==> src/rtl/sum_acc_pkg.sv <==
// Shared types and widths for the sum_accumulator block.
package sum_acc_pkg;

    // Operand width: {Cout, S} from the 4-bit adder stage.
    localparam int OPND_W = 5;
    // Count width: holds values up to the largest batch size (16).
    localparam int CNT_W  = 5;

    typedef enum logic [1:0] {
        IDLE = 2'd0,
        ACC  = 2'd1,
        DONE = 2'd2
    } state_t;

endpackage

==> src/rtl/sum_acc_ctrl.sv <==
// Batch controller for sum_accumulator: owns the IDLE/ACC/DONE FSM and the
// per-batch accept counter, and tells the datapath when to add or clear.
module sum_acc_ctrl
    import sum_acc_pkg::*;
#(
    parameter int BATCH = 4
) (
    input  logic             clk,
    input  logic             rst_n,
    input  logic             i_clr,
    input  logic             i_in_valid,
    input  logic             i_out_ready,
    output logic             o_in_ready,
    output logic             o_out_valid,
    output logic             o_accept,
    output logic             o_clear,
    output logic [CNT_W-1:0] o_count
);

    state_t           r_state;
    state_t           w_next;
    logic [CNT_W-1:0] r_count;
    logic             w_last;
    logic             w_handshake;

    // clr outranks both a new accept and the downstream handshake.
    assign o_accept    = i_in_valid & o_in_ready & ~i_clr;
    assign w_handshake = o_out_valid & i_out_ready & ~i_clr;
    assign o_clear     = i_clr | w_handshake;
    // The accept arriving while the count is BATCH-1 closes the batch.
    assign w_last      = (r_count == CNT_W'(BATCH - 1));
    assign o_count     = r_count;

    // State register with synchronous reset and abort.
    // NOTE: sequential state uses non-blocking (<=) so every flop samples
    // pre-edge values regardless of block ordering.
    always_ff @(posedge clk) begin
        if (!rst_n) begin
            r_state <= IDLE;
        end else if (i_clr) begin
            r_state <= IDLE;
        end else begin
            r_state <= w_next;
        end
    end

    // Next-state and handshake outputs, decoded from the current state.
    // NOTE: every output gets a default before the case so no path leaves
    // one unassigned, which would otherwise infer a latch.
    always_comb begin
        w_next      = r_state;
        o_in_ready  = 1'b0;
        o_out_valid = 1'b0;
        case (r_state)
            IDLE: begin
                o_in_ready = 1'b1;
                if (o_accept) begin
                    w_next = w_last ? DONE : ACC;
                end
            end
            ACC: begin
                o_in_ready = 1'b1;
                if (o_accept && w_last) begin
                    w_next = DONE;
                end
            end
            DONE: begin
                o_out_valid = 1'b1;
                if (w_handshake) begin
                    w_next = IDLE;
                end
            end
            default: begin
                w_next = IDLE;
            end
        endcase
    end

    // Accept counter: cleared on abort or on batch hand-off.
    always_ff @(posedge clk) begin
        if (!rst_n) begin
            r_count <= '0;
        end else if (o_clear) begin
            r_count <= '0;
        end else if (o_accept) begin
            r_count <= r_count + 1'b1;
        end
    end

endmodule

==> src/rtl/sum_accumulator.sv <==
// sum_accumulator: adds BATCH unsigned {Cout,S} results from a 4-bit adder
// stage into an ACC_W-bit total, flags overflow, and presents the total
// with a valid/ready handshake.
// Build option: define SUM_ACC_SATURATE_EN to clamp acc at its maximum on
// overflow; otherwise acc wraps modulo 2^ACC_W.
module sum_accumulator
    import sum_acc_pkg::*;
#(
    parameter int ACC_W = 8,
    parameter int BATCH = 4
) (
    input  logic             clk,
    input  logic             rst_n,
    input  logic             clr,
    input  logic             in_valid,
    output logic             in_ready,
    input  logic [3:0]       S,
    input  logic             Cout,
    output logic [ACC_W-1:0] acc,
    output logic [CNT_W-1:0] count,
    output logic             ovf,
    output logic             out_valid,
    input  logic             out_ready
);

    logic [ACC_W-1:0]  r_acc;
    logic              r_ovf;
    logic              w_accept;
    logic              w_clear;
    logic [OPND_W-1:0] w_opnd;
    logic [ACC_W:0]    w_sum;
    logic              w_carry;
    logic [ACC_W-1:0]  w_acc_next;

    sum_acc_ctrl #(
        .BATCH (BATCH)
    ) u_ctrl (
        .clk         (clk),
        .rst_n       (rst_n),
        .i_clr       (clr),
        .i_in_valid  (in_valid),
        .i_out_ready (out_ready),
        .o_in_ready  (in_ready),
        .o_out_valid (out_valid),
        .o_accept    (w_accept),
        .o_clear     (w_clear),
        .o_count     (count)
    );

    // One extra bit on the adder exposes the overflow as its carry-out.
    assign w_opnd  = {Cout, S};
    assign w_sum   = {1'b0, r_acc} + (ACC_W + 1)'(w_opnd);
    assign w_carry = w_sum[ACC_W];

`ifdef SUM_ACC_SATURATE_EN
    // Once pinned at all-ones, any further add carries again, so it stays put.
    assign w_acc_next = w_carry ? {ACC_W{1'b1}} : w_sum[ACC_W-1:0];
`else
    assign w_acc_next = w_sum[ACC_W-1:0];
`endif

    // Running total: cleared on reset, abort or hand-off, updated on accept.
    always_ff @(posedge clk) begin
        if (!rst_n) begin
            r_acc <= '0;
        end else if (w_clear) begin
            r_acc <= '0;
        end else if (w_accept) begin
            r_acc <= w_acc_next;
        end
    end

    // Sticky overflow flag for the current batch.
    always_ff @(posedge clk) begin
        if (!rst_n) begin
            r_ovf <= 1'b0;
        end else if (w_clear) begin
            r_ovf <= 1'b0;
        end else if (w_accept && w_carry) begin
            r_ovf <= 1'b1;
        end
    end

    assign acc = r_acc;
    assign ovf = r_ovf;

endmodule

==> config.mk <==
export PLATFORM = sky130hd
export DESIGN_NAME = sum_accumulator
export DESIGN_NICKNAME = d
export VERILOG_FILES = /design/src/rtl/sum_acc_pkg.sv /design/src/rtl/sum_acc_ctrl.sv /design/src/rtl/sum_accumulator.sv
export SDC_FILE = /design/constraint.sdc
export NUM_CORES = 1
export LEC_CHECK = 0
export BUFFER_PORTS_ARGS = -buffer_cell sky130_fd_sc_hd__buf_2
export CORE_MARGIN = 8
export CORE_UTILIZATION = 45
export DETAILED_ROUTE_END_ITERATION = 12
export HOLD_SLACK_MARGIN = 0.1
export PLACE_DENSITY = 0.77
export SLEW_MARGIN = 25
export SYNTH_ARGS = -nofsm -noshare
export SYNTH_HDL_FRONTEND = slang
export SYNTH_SLANG_ARGS = --single-unit
export TNS_END_PERCENT = 100
==> constraint.sdc <==
create_clock -name clk -period 2.47 [get_ports clk]
set_input_delay 0.1235 -clock clk [delete_from_list [all_inputs] [get_ports clk]]
set_output_delay 0.1235 -clock clk [all_outputs]
set_load 0.01 [all_outputs]
Word-level counts from Yosys, hierarchy flattened
Cells that the tools add are included.

Latch bits: 0. Memory bits (read-only): 0. Output and inout port bits: 16. Register bits after elaboration: 16. RAM bits: 0. Memories: 0.

$add $sub $neg: 2. Multipliers: 0. Reduce and logical (&&, ||, !) cells: 7. Equal/unequal tests: 6. Bitwise logic cells: 7. Mux-type cells: 7. Magnitude comparators: 0. Div/mod/pow operators: 0. Shift-type cells: 0.

Operators by type and width (number): adder 8 x 5 -> 9 bit (1); two-way mux 2 bit (4); != test 2 x 1 -> 1 bit, second input constant (3); case mux 2 bit (3 select lines) (1); OR reduction 2 bit (3); adder 5 x 1 -> 5 bit, second input constant (1); == test 5 x 2 -> 1 bit, second input constant (1); bitwise AND 1 bit (4); AND reduction 3 bit (1); == test 2 x 1 -> 1 bit, second input constant (1); == test 2 bit, second input constant (1); logical AND 1 bit (2); zero test 2 bit (1); two-way mux 1 bit (2); inverter 1 bit (2); bitwise OR 1 bit (1).

Logic depth before layout (Yosys ltp)
Gate-level depths: netlist (run 1).

Depth in word-level cells: 8. Gate-level depth with buffers: 8. Mapped depth without buffers: 8.

Cells and area by module
From an unflattened synthesis (run 1), not the netlist that was laid out.

Cells, all modules: 103. Area, all modules: 917.1 µm².

Modules (own cells, without submodules): sum_accumulator (seq. area each 180.2 µm², cells each 63, area each 586.8 µm², instances 1); sum_acc_ctrl (seq. area each 140.1 µm², cells each 40, area each 330.3 µm², instances 1).

Worst setup path before layout (run 1)
No wires, ideal clock.

Kind: register -> register. Start point: reg r_acc[0] (netlist: acc[0]). End point: reg r_acc[6] (netlist: acc[6]). Stages on the path, launching flop included: 9. Path buffers: 0. Clock period less this slack: 1.732 ns. Arrival: 1.615 ns. Library setup time: 0.117 ns. Slack: 0.738 ns. Required time: 2.353 ns. Cells stage by stage: dfxtp_1 -> ha_1 -> inv_1 -> fa_1 -> nand2b_1 -> a21oi_1 -> o211ai_1 -> xor2_1 -> nor2_1.

Word-level cells in the longest chain between the ends: 1.

Ends and longest elaborated chain: start, declared (line sum_accumulator.sv:26) `logic [ACC_W-1:0] r_acc;`; start signal, assigned (line sum_accumulator.sv:69) `r_acc <= w_acc_next;`; adder 8 x 5 -> 9 bit (line sum_accumulator.sv:52) `assign w_sum = {1'b0, r_acc} + (ACC_W + 1)'(w_opnd);`.

No other way between the ends. A chain may end at the register's enable or synchronous reset.

Worst setup path in the final report (run 1)
Ends and elaborated chain as after synthesis.

==> reports/results.tsv, run 1 <==
metric	value	unit
via_per_inst	5.04	
wirelength	1840	um
core_area	1730	um2
post-route-util	0.590	
final_layout_size_suffix_gt1_frac	0.246	
num-fill-cells	169	
startpoint_type	flip-flop	
grt_pass1_vias	762	
synth_compound_area_frac	0.157	
worstPathArrival	2020	ps
final_common_cell	buf_2	
antenna_found_initial	0	
power	490	uW
dieArea	3470	um2
yosys_warnings	0	
dr.pass1.iters	4	
syn_avg_cell_area	8.45	um2
syn_inst	98	
status	complete, no violations	
die_w	58.9	um
root_buffer	clkbuf_4	
drv_slew	0	
antennaDiodeCount	0	
endpoint_kind	flip-flop	
synthFlopType	dfxtp_1	
die_h	58.9	um
synth-simple-area-share	0.218	
fin_crit	1850	ps
post_cts_buffers	0	
drtAntennaViolNets	0	
synth.ff_latch_count	16	
fin_crit_sh	0.748	
synth_fp_nets	115	
drt_iter0_drc	15	
final_cell_area	1020	um2
place_ws	663	ps
muxShareOfSynthArea	0	
holdBufCountCts	0	
drv_cap	0	
io_pins	26	
layout_common_cells	buf_2, dfxtp_1, nor2_1, a21oi_1, nand2_1	
async_flop_share	0	
skew	7.06	ps
vias	761	
hold_violations	0	
finalSetupTns	0	ps
slew_headroom	0.696	
hpwl	1420	um
fin_nets	144	
start_util	0.480	
fmax	541	MHz
synthAdderAreaFrac	0.115	
drcViolationCount	0	
clk_path_buf_depth	2	
rsz0062_at_grt	no	
postCtsResizedCells	0	
post_drt_wl_per_cell	12.2	um
path_class	flip-flop to flip-flop	
grt_usage	0.117	
synth.distinct_cells	23	
final_cells	151	
synth_edf_count	0	
insertion_delay	290	ps
crit_chain	ha_1, inv_1, fa_1, nand2b_1, a21oi_1, o211ai_1, xor2_1, nor2_1	
p_per_area	482	nW/um2
max_stage_delay	370	ps
crit_fanout	3	
io_buffer_count	25	
leakagePower	0.466	nW
path_clk_slew	100	ps
setup_ws	621	ps
cts_tree	built	
grt_pass1_wl	3250	um
num_rows	15	
place_inst	147	
synth_area	828	um2
setup_viol	0	
htreeDepth	1	
grt-ovfl-total	0	
gp_congestion	0.838	
seq_area_frac_synth	0.387	
ir_drop	0.300	mV
place_area	982	um2
yosys.area_share.xor_xnor	0.0846	
hp-class	input pin to flip-flop	
area_growth	23.0	%
numCtsBuffers	3	
crit_required	2640	ps
grt_start_max_net_pins	15	
synth_top_family_by_area	simple AND/OR/NAND/NOR gates	
hold_ws	142	ps
cts_sinks	16	
slowest_stage	fa_1	
worstMarginPinSlew	456	ps
[report_power, final]
part / total, mW / leakage [nW] / internal (mW) / switching [mW]
registers: 0.265 / 0.129 / 0.262 / 0.00314
clock network: 0.173 / 0.0210 / 0.0897 / 0.0832
logic: 0.0528 / 0.315 / 0.0229 / 0.0298
[worst max-delay path: cells and delay by family (launching register included)]
family          cells  cell delay (ps)
buf+inv             1               60
compound gates      2              390
flops               1              360
simple gates        2              240
xor+xnor            1              140
fa+ha+maj           2              540
[final timing paths]
check	cells after the start	startpoint	slack, ps	end
setup / recovery	8	acc[0]	620	acc[6]
hold / removal	3	rst_n	140	u_ctrl.r_state[1]
setup reg to reg	8	acc[0]	620	acc[6]
hold reg to reg	2	ovf	460	ovf
[flip-flops by register name (all words and copies together) (netlist names)]
| name | count |
|---|---|
| acc | 8 |
| u_ctrl.o_count | 5 |
| u_ctrl.r_state | 2 |
| ovf | 1 |
[cells in the mapped netlist, types with 2 or more instances]
library cell | count | area [um2]
dfxtp_1 | 16 | 320
nor2_1 | 15 | 56.3
a21oi_1 | 12 | 60.1
nand2_1 | 9 | 33.8
ha_1 | 6 | 75.1
inv_1 | 6 | 22.5
nand2b_1 | 5 | 31.3
xnor2_1 | 4 | 35.0
xor2_1 | 4 | 35.0
a21o_1 | 3 | 22.5
nand4_1 | 3 | 18.8
buf_2 | 2 | 10.0
o211ai_1 | 2 | 15.0
o21ai_0 | 2 | 10.0
[cell type report]
type                            count  area (um2)  share of cell area
Multi-Input combinational cell     74         475               0.467
Sequential cell                    16         320               0.314
Timing Repair Buffer               26         133               0.130
Clock buffer                        4        36.3              0.0356
Tap cell                           25        31.3              0.0307
Inverter                            6        22.5              0.0221
[cells by family (layout without fill, tap and decap cells)]
kind of cell | after synthesis | after routing
and+or+nand+nor | 37 | 37
AOI/OAI and AO/OA | 22 | 22
DFF | 16 | 16
xor gates and xnor gates | 8 | 8
buffers and inverters | 8 | 36
adders and majority gates | 7 | 7
[metal layers]
layer  share of wire  global-route usage  wire, um
met5               0                   0         0
met4          0.0071              0.0614        13
met3           0.066              0.0348       122
met2            0.49               0.196       899
met1            0.44               0.130       805
Power figures use the tool's default switching activity.
==> run 2, diff against run 1 <==
--- a/config.mk
+++ b/config.mk
@@ -7,10 +7,10 @@
 export LEC_CHECK = 0
 export BUFFER_PORTS_ARGS = -buffer_cell sky130_fd_sc_hd__buf_2
 export CORE_MARGIN = 8
-export CORE_UTILIZATION = 45
+export CORE_UTILIZATION = 44
 export DETAILED_ROUTE_END_ITERATION = 12
 export HOLD_SLACK_MARGIN = 0.1
-export PLACE_DENSITY = 0.77
+export PLACE_DENSITY = 0.78
 export SLEW_MARGIN = 25
 export SYNTH_ARGS = -nofsm -noshare
 export SYNTH_HDL_FRONTEND = slang
==> constraint.sdc (replaced) <==
create_clock -name clk -period 1.6 [get_ports clk]
set_input_delay 0.08 -clock clk [delete_from_list [all_inputs] [get_ports clk]]
set_output_delay 0.08 -clock clk [all_outputs]
set_load 0.01 [all_outputs]
==> run 2 against run 1 <==
  * Via count is 2.2% higher
  * Design area increased by 7.2%
  * Clock skew shrank 2.8 ps
  * Core utilization rose by 3.6 points
  * Largest power group unchanged
  * Clock power up 54%
  * Register-to-register slack worse by 600 ps
  * Sequential share of layout area decreased by 1.8 points
  * Non-clock buffer count grew 3
  * Sequential cell count is the same
  * Total power rose by 56%
  * Largest cell class unchanged
  * Count of clock-buffer cells in the layout unchanged
  * Final cell count is 2.0% higher
==> reports/results.tsv, run 2 (synthesis gave the netlist of run 1 again) <==
metric	value	unit
status	complete, no violations	
clk_path_buf_depth	2	
cp-startpoint	acc[0]	
worstMarginPinSlew	462	ps
min-delay-start	in_valid	
setup_viol	0	
area_growth	31.9	%
die_w	59.4	um
start_util	0.475	
htreeDepth	1	
finalSetupTns	0	ps
path_clk_slew	90	ps
drv_cap	0	
io_pins	26	
fin_nets	147	
worstPathArrival	1750	ps
hp-class	input pin to flip-flop	
dr.pass1.iters	4	
fmax	632	MHz
slowest_stage	dfxtp_4	
grt_pass1_vias	760	
slew_headroom	0.692	
regArea	324	um2
drv_slew	0	
cp_top_family	adder cells	
grt_usage	0.115	
cts_sinks	16	
critPathBufInv	1	
hold_violations	0	
rsz0062_at_grt	yes	
ir_drop	0.487	mV
layout_common_cells	buf_2, nor2_1, dfxtp_1, nand2_1, a21oi_1	
post_cts_buffers	0	
skew	4.23	ps
antenna_found_initial	0	
crit_fanout	3	
multiInputGateArea	520	um2
wirelength	1940	um
drcViolationCount	0	
post_drt_wl_per_cell	12.6	um
leakagePower	0.492	nW
drtAntennaViolNets	0	
grt_pass1_wl	3170	um
place_area	1030	um2
via_per_inst	5.05	
die_h	59.4	um
r2r-start	acc[0]	
final_common_cell	buf_2	
insertion_delay	290	ps
fin_crit	1580	ps
num-fill-cells	160	
max_stage_delay	360	ps
fin_crit_sh	0.989	
cts_tree	built	
endpoint_kind	flip-flop	
final_layout_size_suffix_gt1_frac	0.326	
antennaDiodeCount	0	
grt-ovfl-total	0	
crit_chain	ha_4, inv_2, fa_2, nand2b_4, a21oi_4, o211ai_1, xor2_1, nor2_1	
io_buffer_count	25	
root_buffer	clkbuf_4	
vias	778	
final_cell_area	1090	um2
p_per_area	703	nW/um2
largest_reg_flops	8	
hpwl	1450	um
crit_required	1770	ps
grt_start_max_net_pins	15	
startpoint_type	flip-flop	
num_rows	15	
drt_iter0_drc	16	
numCtsBuffers	3	
path_class	flip-flop to flip-flop	
gp_congestion	0.821	
core_area	1750	um2
dieArea	3530	um2
-- run 2: report_power, final --
group / leakage [nW] / switching (mW) / internal (mW) / total [mW]
clock: 0.0210 / 0.127 / 0.139 / 0.266
combinational: 0.340 / 0.0530 / 0.0414 / 0.0943
sequential: 0.130 / 0.00483 / 0.402 / 0.407
total: 0.492 / 0.185 / 0.582 / 0.767
-- run 2: cell type report --
type	count	share of cell area
Multi-Input combinational cell	74	0.477
Tap cell	25	0.0286
Timing Repair Buffer	29	0.144
Clock buffer	4	0.0332
Inverter	6	0.0206
Sequential cell	16	0.297
-- run 2: path summary, 6_finish.rpt --
path / to / slack, ps / cells past startpoint
worst max-delay path: acc[6] / 20 / 8
worst min-delay path: u_ctrl.r_state[0] / 130 / 3
worst max register to register: acc[6] / 20 / 8
worst min register to register: ovf / 450 / 2
-- run 2: per-layer routing --
layer / vias to the layer above / wire [um] / global-route usage / part of all wire
met5: - / 0 / 0 / 0
met4: 0 / 22 / 0.0478 / 0.011
met3: 2 / 164 / 0.0369 / 0.085
met2: 23 / 893 / 0.196 / 0.46
met1: 353 / 858 / 0.126 / 0.44
li1: 400 / - / - / -
-- run 2: tightest hold or removal path, delay by kind of cell --
kind | cells | cell delay [ps]
buffers and inverters | 1 | 110
and+or+nand+nor | 2 | 180
-- run 2: stage by stage --
step	util	setup WS, ps	hold slack [ps]	total power [mW]	cells
2_1_floorplan	-	15.9	264	0.472	98
5_1_grt	0.626	-52.5	164	0.805	154
4_1_cts	0.619	7.47	129	0.772	154
3_3_place_gp	0.589	-14.7	387	0.502	149
6_report	0.626	17.5	130	0.767	154
3_5_place_dp	0.589	-46.0	391	0.504	149
-- run 2: timing repair --
| item | in CTS | in global routing |
|---|---|---|
| pin swaps | 3 | 1 |
| hold buffers | 1 | 0 |
| endpoints found under the hold margin | 1 | 0 |
| gates resized for setup | 1 | 5 |
| endpoints found under the setup margin | 1 | 3 |
| cloned | 0 | 0 |
